**src/rtl/uart_pkg.sv**
```systemverilog
// Shared definitions for the UART peripheral: register offsets, STATUS bit
// positions and the transmitter state encoding.
package uart_pkg;

    localparam logic [3:0] UART_TXDATA = 4'h0;
    localparam logic [3:0] UART_DIV    = 4'h4;
    localparam logic [3:0] UART_STATUS = 4'h8;

    localparam int STAT_FULL  = 0;
    localparam int STAT_EMPTY = 1;
    localparam int STAT_BUSY  = 2;
    localparam int STAT_OVF   = 3;

    typedef enum logic [1:0] {
        IDLE  = 2'd0,
        START = 2'd1,
        DATA  = 2'd2,
        STOP  = 2'd3
    } tx_state_t;

endpackage

```
**src/rtl/uart_tx_mmio_sync_fifo.sv**
```systemverilog
// Synchronous first-word-fall-through FIFO. The head entry is always visible
// on dout while the FIFO is non-empty; a push into a full FIFO and a pop from
// an empty FIFO are ignored. DEPTH must be a power of two so the pointers can
// wrap naturally.
module sync_fifo #(
    parameter int WIDTH = 8,
    parameter int DEPTH = 16
) (
    input  logic                     clk,
    input  logic                     rst_n,
    input  logic                     push,
    input  logic [WIDTH-1:0]         din,
    input  logic                     pop,
    output logic [WIDTH-1:0]         dout,
    output logic                     full,
    output logic                     empty,
    output logic [$clog2(DEPTH):0]   count
);

    localparam int AW = $clog2(DEPTH);
    localparam logic [AW:0] FULL_COUNT = (AW + 1)'(DEPTH);

    logic [WIDTH-1:0] r_mem [DEPTH];
    logic [AW-1:0]    r_wr_ptr;
    logic [AW-1:0]    r_rd_ptr;
    logic [AW:0]      r_count;
    logic             w_push;
    logic             w_pop;

    assign w_push = push && !full;
    assign w_pop  = pop && !empty;
    assign full   = (r_count == FULL_COUNT);
    assign empty  = (r_count == '0);
    assign count  = r_count;
    assign dout   = r_mem[r_rd_ptr];

    // Storage array; contents are don't-care until written, so no reset.
    always_ff @(posedge clk) begin
        if (w_push) begin
            r_mem[r_wr_ptr] <= din;
        end
    end

    // Pointer and occupancy tracking; simultaneous push and pop leave the count unchanged.
    always_ff @(posedge clk or negedge rst_n) begin
        if (!rst_n) begin
            r_wr_ptr <= '0;
            r_rd_ptr <= '0;
            r_count  <= '0;
        end else begin
            if (w_push) begin
                r_wr_ptr <= r_wr_ptr + AW'(1);
            end
            if (w_pop) begin
                r_rd_ptr <= r_rd_ptr + AW'(1);
            end
            if (w_push && !w_pop) begin
                r_count <= r_count + (AW + 1)'(1);
            end else if (w_pop && !w_push) begin
                r_count <= r_count - (AW + 1)'(1);
            end
        end
    end

endmodule

```
**src/rtl/uart_tx_mmio.sv**
```systemverilog
// Memory-mapped UART transmitter. Bus writes to TXDATA queue bytes in a FIFO;
// a serialiser drains the FIFO onto txd as 8N1 frames, LSB first, with a bit
// period of DIV+1 clocks. Reads are registered with one cycle of latency.
module uart_tx_mmio
    import uart_pkg::*;
#(
    parameter int          FIFO_DEPTH  = 16,
    parameter logic [15:0] DEFAULT_DIV = 16'd15
) (
    input  logic        clk,
    input  logic        rst_n,
    input  logic        sel,
    input  logic        we,
    input  logic [3:0]  addr,
    input  logic [31:0] wdata,
    output logic [31:0] rdata,
    output logic        txd
);

    localparam int CW = $clog2(FIFO_DEPTH) + 1;

    // Bus decode
    logic        w_wr;
    logic        w_rd;
    logic        w_sel_txdata;
    logic        w_sel_div;
    logic        w_sel_status;

    // FIFO interface
    logic        w_push;
    logic        w_pop;
    logic [7:0]  w_fifo_dout;
    logic        w_full;
    logic        w_empty;
    logic [CW-1:0] w_count;

    // Control registers
    logic [15:0] r_div;
    logic        r_ovf;
    logic [31:0] r_rdata;
    logic [31:0] w_rdata_nxt;
    logic [31:0] w_status;

    // Serialiser state
    tx_state_t   r_state;
    tx_state_t   w_state_nxt;
    logic [15:0] r_baud_cnt;
    logic [15:0] w_baud_nxt;
    logic [2:0]  r_bit_idx;
    logic [2:0]  w_bit_nxt;
    logic [7:0]  r_shift;
    logic [7:0]  w_shift_nxt;
    logic [15:0] r_div_l;
    logic [15:0] w_div_l_nxt;
    logic        r_txd;
    logic        w_txd_nxt;
    logic        w_bit_done;
    logic        w_busy;

    logic        w_unused;

    assign w_wr         = sel && we;
    assign w_rd         = sel && !we;
    assign w_sel_txdata = (addr[3:2] == UART_TXDATA[3:2]);
    assign w_sel_div    = (addr[3:2] == UART_DIV[3:2]);
    assign w_sel_status = (addr[3:2] == UART_STATUS[3:2]);

    // A full FIFO refuses the byte even if the serialiser pops in the same cycle.
    assign w_push = w_wr && w_sel_txdata && !w_full;

    assign w_busy     = (r_state != IDLE);
    assign w_bit_done = (r_baud_cnt == r_div_l);

    assign rdata = r_rdata;
    assign txd   = r_txd;

    assign w_unused = &{1'b0, wdata[31:16], addr[1:0], w_count};

    sync_fifo #(
        .WIDTH (8),
        .DEPTH (FIFO_DEPTH)
    ) u_fifo (
        .clk   (clk),
        .rst_n (rst_n),
        .push  (w_push),
        .din   (wdata[7:0]),
        .pop   (w_pop),
        .dout  (w_fifo_dout),
        .full  (w_full),
        .empty (w_empty),
        .count (w_count)
    );

    // Assemble the STATUS word from the state as it stands before the access edge.
    always_comb begin
        w_status            = '0;
        w_status[STAT_FULL]  = w_full;
        w_status[STAT_EMPTY] = w_empty;
        w_status[STAT_BUSY]  = w_busy;
        w_status[STAT_OVF]   = r_ovf;
    end

    // Read mux; TXDATA and the unused slot read as zero.
    always_comb begin
        w_rdata_nxt = '0;
        if (w_sel_div) begin
            w_rdata_nxt = {16'h0000, r_div};
        end else if (w_sel_status) begin
            w_rdata_nxt = w_status;
        end
    end

    // Divisor, sticky overflow flag and registered read data.
    always_ff @(posedge clk or negedge rst_n) begin
        if (!rst_n) begin
            r_div   <= DEFAULT_DIV;
            r_ovf   <= 1'b0;
            r_rdata <= '0;
        end else begin
            if (w_wr && w_sel_div) begin
                r_div <= wdata[15:0];
            end
            if (w_wr && w_sel_txdata && w_full) begin
                r_ovf <= 1'b1;
            end else if (w_wr && w_sel_status && wdata[STAT_OVF]) begin
                r_ovf <= 1'b0;
            end
            if (w_rd) begin
                r_rdata <= w_rdata_nxt;
            end
        end
    end

    // Serialiser next-state logic: baud counting, bit sequencing and FIFO pops.
    always_comb begin
        w_state_nxt = r_state;
        w_baud_nxt  = r_baud_cnt;
        w_bit_nxt   = r_bit_idx;
        w_shift_nxt = r_shift;
        w_div_l_nxt = r_div_l;
        w_pop       = 1'b0;
        case (r_state)
            IDLE: begin
                if (!w_empty) begin
                    w_pop       = 1'b1;
                    w_shift_nxt = w_fifo_dout;
                    w_div_l_nxt = r_div;
                    w_baud_nxt  = '0;
                    w_bit_nxt   = '0;
                    w_state_nxt = START;
                end
            end
            START: begin
                if (w_bit_done) begin
                    w_baud_nxt  = '0;
                    w_bit_nxt   = '0;
                    w_state_nxt = DATA;
                end else begin
                    w_baud_nxt = r_baud_cnt + 16'd1;
                end
            end
            DATA: begin
                if (w_bit_done) begin
                    w_baud_nxt  = '0;
                    w_shift_nxt = {1'b0, r_shift[7:1]};
                    if (r_bit_idx == 3'd7) begin
                        w_bit_nxt   = '0;
                        w_state_nxt = STOP;
                    end else begin
                        w_bit_nxt = r_bit_idx + 3'd1;
                    end
                end else begin
                    w_baud_nxt = r_baud_cnt + 16'd1;
                end
            end
            STOP: begin
                if (w_bit_done) begin
                    w_baud_nxt = '0;
                    if (!w_empty) begin
                        w_pop       = 1'b1;
                        w_shift_nxt = w_fifo_dout;
                        w_div_l_nxt = r_div;
                        w_bit_nxt   = '0;
                        w_state_nxt = START;
                    end else begin
                        w_state_nxt = IDLE;
                    end
                end else begin
                    w_baud_nxt = r_baud_cnt + 16'd1;
                end
            end
            default: begin
                w_state_nxt = IDLE;
            end
        endcase
    end

    // Line level for the current state; registered below so txd is glitch-free.
    always_comb begin
        w_txd_nxt = 1'b1;
        case (r_state)
            START:   w_txd_nxt = 1'b0;
            DATA:    w_txd_nxt = r_shift[0];
            default: w_txd_nxt = 1'b1;
        endcase
    end

    // Serialiser state register; reset drops any frame in flight and idles the line.
    always_ff @(posedge clk or negedge rst_n) begin
        if (!rst_n) begin
            r_state    <= IDLE;
            r_baud_cnt <= '0;
            r_bit_idx  <= '0;
            r_shift    <= '0;
            r_div_l    <= DEFAULT_DIV;
            r_txd      <= 1'b1;
        end else begin
            r_state    <= w_state_nxt;
            r_baud_cnt <= w_baud_nxt;
            r_bit_idx  <= w_bit_nxt;
            r_shift    <= w_shift_nxt;
            r_div_l    <= w_div_l_nxt;
            r_txd      <= w_txd_nxt;
        end
    end

endmodule
```
**config.mk**
```make
export PLATFORM = sky130hd
export DESIGN_NAME = uart_tx_mmio
export DESIGN_NICKNAME = d
export VERILOG_FILES = /design/src/rtl/uart_pkg.sv /design/src/rtl/uart_tx_mmio_sync_fifo.sv /design/src/rtl/uart_tx_mmio.sv
export SDC_FILE = /design/constraint.sdc
export NUM_CORES = 1
export LEC_CHECK = 0
export CORE_AREA = 2 2 152 139
export CTS_CLUSTER_SIZE = 28
export DETAILED_ROUTE_END_ITERATION = 6
export DIE_AREA = 0 0 154 141
export PLACE_DENSITY = 0.72
export SKIP_LAST_GASP = 1
export SLEW_MARGIN = 30
export SYNTH_ARGS = -nofsm -noshare
export SYNTH_HDL_FRONTEND = slang
export SYNTH_HIERARCHICAL = 1
export SYNTH_SLANG_ARGS = --single-unit
```
**constraint.sdc**
```tcl
create_clock -name clk -period 6.4 [get_ports clk]
set_input_delay 1.92 -clock clk [delete_from_list [all_inputs] [get_ports clk]]
set_output_delay 1.92 -clock clk [all_outputs]
set_load 0.05 [all_outputs]
```
==> flow_summary.ini <==
[status]
status = complete, but fails checks
violations = DRC

[routing]
drt-initial-drc-count = 325
drc = 1
vias = 5442
final_antenna_net_count = 0
drt-pass1-iter-count = 7
wl_per_cell_um = 19.8
via_per_inst = 5.68
routed_wl_um = 18900

[synthesis]
synth_largest_area_cell = edfxtp_1
yosys_warnings = 6
synthTopCellsByCount = edfxtp_1, dfrtp_1, nand2_1
yosysUniqueCellTypes = 58
synth_edf_count = 128
syn_avg_cell_area_um2 = 15.0
synthTopCellsByArea = edfxtp_1, dfrtp_1, mux2_2
synth_most_common_cell = edfxtp_1
dominantRegCellSynth = edfxtp_1
async_flop_share_pct = 41.8
synth_seq_area_share_pct = 63.5
synth_cells = 648
ys_seq_elements = 220
synth.top_cell.area_share_pct = 39.6
synth_area_um2 = 9700

[pwr]
seqPwrFrac_pct = 41.9
p_int_uw = 3140
clkPwrFrac_pct = 27.6
switching_share_pct = 31.5
power_frac_comb_pct = 30.4
cellLeakagePower_uw = 0.00418
power_density_nw_per_um2 = 421
power.switching_uw = 1440
peakVddDrop_mv = 0.470
power_uw = 4580

[min_path]
min_delay_path_depth = 2
hold_path.class = reg2reg
hold_end = rdata[2]
worstHoldStart = rdata[2]

[critical_path]
slowest_stage = clkdlybuf4s50_1
path_max_fanout = 9
critPathCaptureType = flip-flop
r2r-end = u_fifo/count[4]
path_class = in2reg
rrSetupSlack_ns = 2.87
ff2ff_path_depth = 15
worst_setup_path_start_kind = input port
path_cells = clkdlybuf4s50_1, nor4_1, a21boi_2, ha_1, inv_1, fa_1, a21o_1, a21oi_1, mux2i_1, xnor2_1
cp.required_ns = 6.84
cp.arrival_ns = 4.77
r2r-start = u_fifo/count[0]
max_stage_delay_ns = 0.48

[job]
cap_violations = 0

[grt]
use_met1_pct = 24.7
grt_use_total_pct = 17.8
grt_overflow_total = 0
met2_usage_pct = 29.8
antenna_found_initial = 0
grt_max_degree = 52
grt_pass1_wl_um = 30400
use_met3_pct = 2.46
grt_pass1_vias = 5604
busiest_layer = met2

[timing]
setup_viol = 0
rsz0062_at_grt = false
period_needed_ns = 4.32
max_freq_mhz = 231
fin_skew_ns = 0.0196
tightest_slew_ns = 0.931
drv_slew = 0
finalHoldViolations = 0
min_period_over_period_pct = 67.6
tns_ns = 0
maxSlewHeadroom_pct = 37.9

[place]
dp_hpwl_um = 12700
numPortBuffers = 38
place.gp.congestion = 0.808

[clocking]
cts_tree = built
cts_resized = 0
numCtsBuffers = 23
cts_setup_buffers = 0
clock_latency_ns = 0.52
clkSlewWorstSetupHoldPaths_ns = 0.06
ctsRootBufferMaster = clkbuf_16
holdBufCountCts = 0
cts_buffer_depth = 3
htree_levels = 1
cts.sinks = 220

[cells_and_area]
final_nets = 742
n_antenna_cell = 0
fin_util_pct = 53.6
areaGrowthSynthToFinish_pct = 12.3
drive_gt1_share_pct = 18.9
fill_cells = 1612

[floorplan]
std_cell_rows = 50
dieArea_um2 = 21700
chipWidth_um = 154
initial_core_util_pct = 47.7
die_h_um = 141
core-area_um2 = 20300
ios = 73
-- layout make-up --
cell class / count / area, µm² / area share [%]
well taps: 260 / 325 / 2.99
multi-input cells: 380 / 3220 / 29.5
flip-flops and latches: 220 / 6160 / 56.5
clock buffers: 33 / 643 / 5.91
inverters: 15 / 56.3 / 0.517
clock inverters: 7 / 76.3 / 0.701
repair buffers: 43 / 415 / 3.81
-- layout by cell type, fill, tap and decap left out, types with 18 or more instances in the layout --
cell type | netlist | routed
edfxtp_1 | 128 | 128
nand2_1 | 43 | 43
dfrtp_1 | 83 | 82
a22o_1 | 18 | 18
o21ai_0 | 24 | 24
clkdlybuf4s50_1 | 0 | 37
ha_1 | 18 | 18
xor2_1 | 19 | 19
nor2_1 | 25 | 25
mux2_2 | 39 | 39
clkbuf_16 | 0 | 23
mux2i_1 | 34 | 34
-- metrics by stage --
step / hold slack [ns] / cell area, µm² / instances / setup WS (ns)
after floorplan: 0.453 / 9760 / 663 / 2.46
after global placement: 0.470 / 10100 / 918 / 1.65
after detailed placement: 0.472 / 10200 / 918 / 1.57
after CTS: 0.486 / 10900 / 958 / 2.08
after global routing: 0.524 / 10900 / 958 / 1.88
final: 0.482 / 10900 / 958 / 2.08
-- per-layer routing --
metal | up-vias | part of all wire, %
met5 | - | 0
met4 | 0 | 1.9
met3 | 29 | 3.5
met2 | 122 | 49
met1 | 2793 | 45
li1 | 2498 | -
-- flip-flops by register name, summed over array words and instances, names as in the netlist, 5 cells and up --
register and count:
rdata 16, r_baud_cnt 16, r_div_l 16, r_div 16, u_fifo/count 5, r_shift 8, u_fifo/r_mem 128
-- power by group through the flow --
stage,Sequential (µW),Combinational [µW],Clock [µW]
CTS,1920,1400,1290
global route,1950,1520,1350
floorplan,1900,1170,0
global placement,1930,1330,0
detailed placement,1950,1390,0
finish,1920,1390,1270
-- worst max path at each step --
stage	startpoint	to	slack (ns)	cells after the start
final	addr[3]	u_fifo/count[4]	2.08	10
after global routing	addr[3]	u_fifo/count[4]	1.88	10
after CTS	addr[3]	u_fifo/count[4]	2.08	10
after detailed placement	addr[3]	u_fifo/count[4]	1.57	10
after global placement	addr[2]	u_fifo/count[4]	1.65	10
after floorplan	addr[2]	u_fifo/count[4]	2.46	9
-- logic make-up (layout without fill, tap and decap cells) --
group                    Yosys count  count (layout)  synth area share, %
other                              1              16               0.0387
flip-flops                       220             220                 63.5
XOR/XNOR                          28              28                 2.53
AO/OA/AOI/OAI                    101             101                 8.18
AND/OR/NAND/NOR                  117             117                 5.77
multiplexers                      99              99                 13.3
buffers and inverters             63              98                 4.19
adder cells (fa/ha/maj)           19              19                 2.53
-- worst max-delay path: cells and delay by family --
family	cells	cell delay, ns
buffers and inverters	2	0.58
AND/OR/NAND/NOR	1	0.37
adder cells (fa/ha/maj)	2	0.66
AO/OA/AOI/OAI	3	0.84
multiplexers	1	0.25
XOR/XNOR	1	0.14
Note: power is estimated with default switching activity, not from simulation.
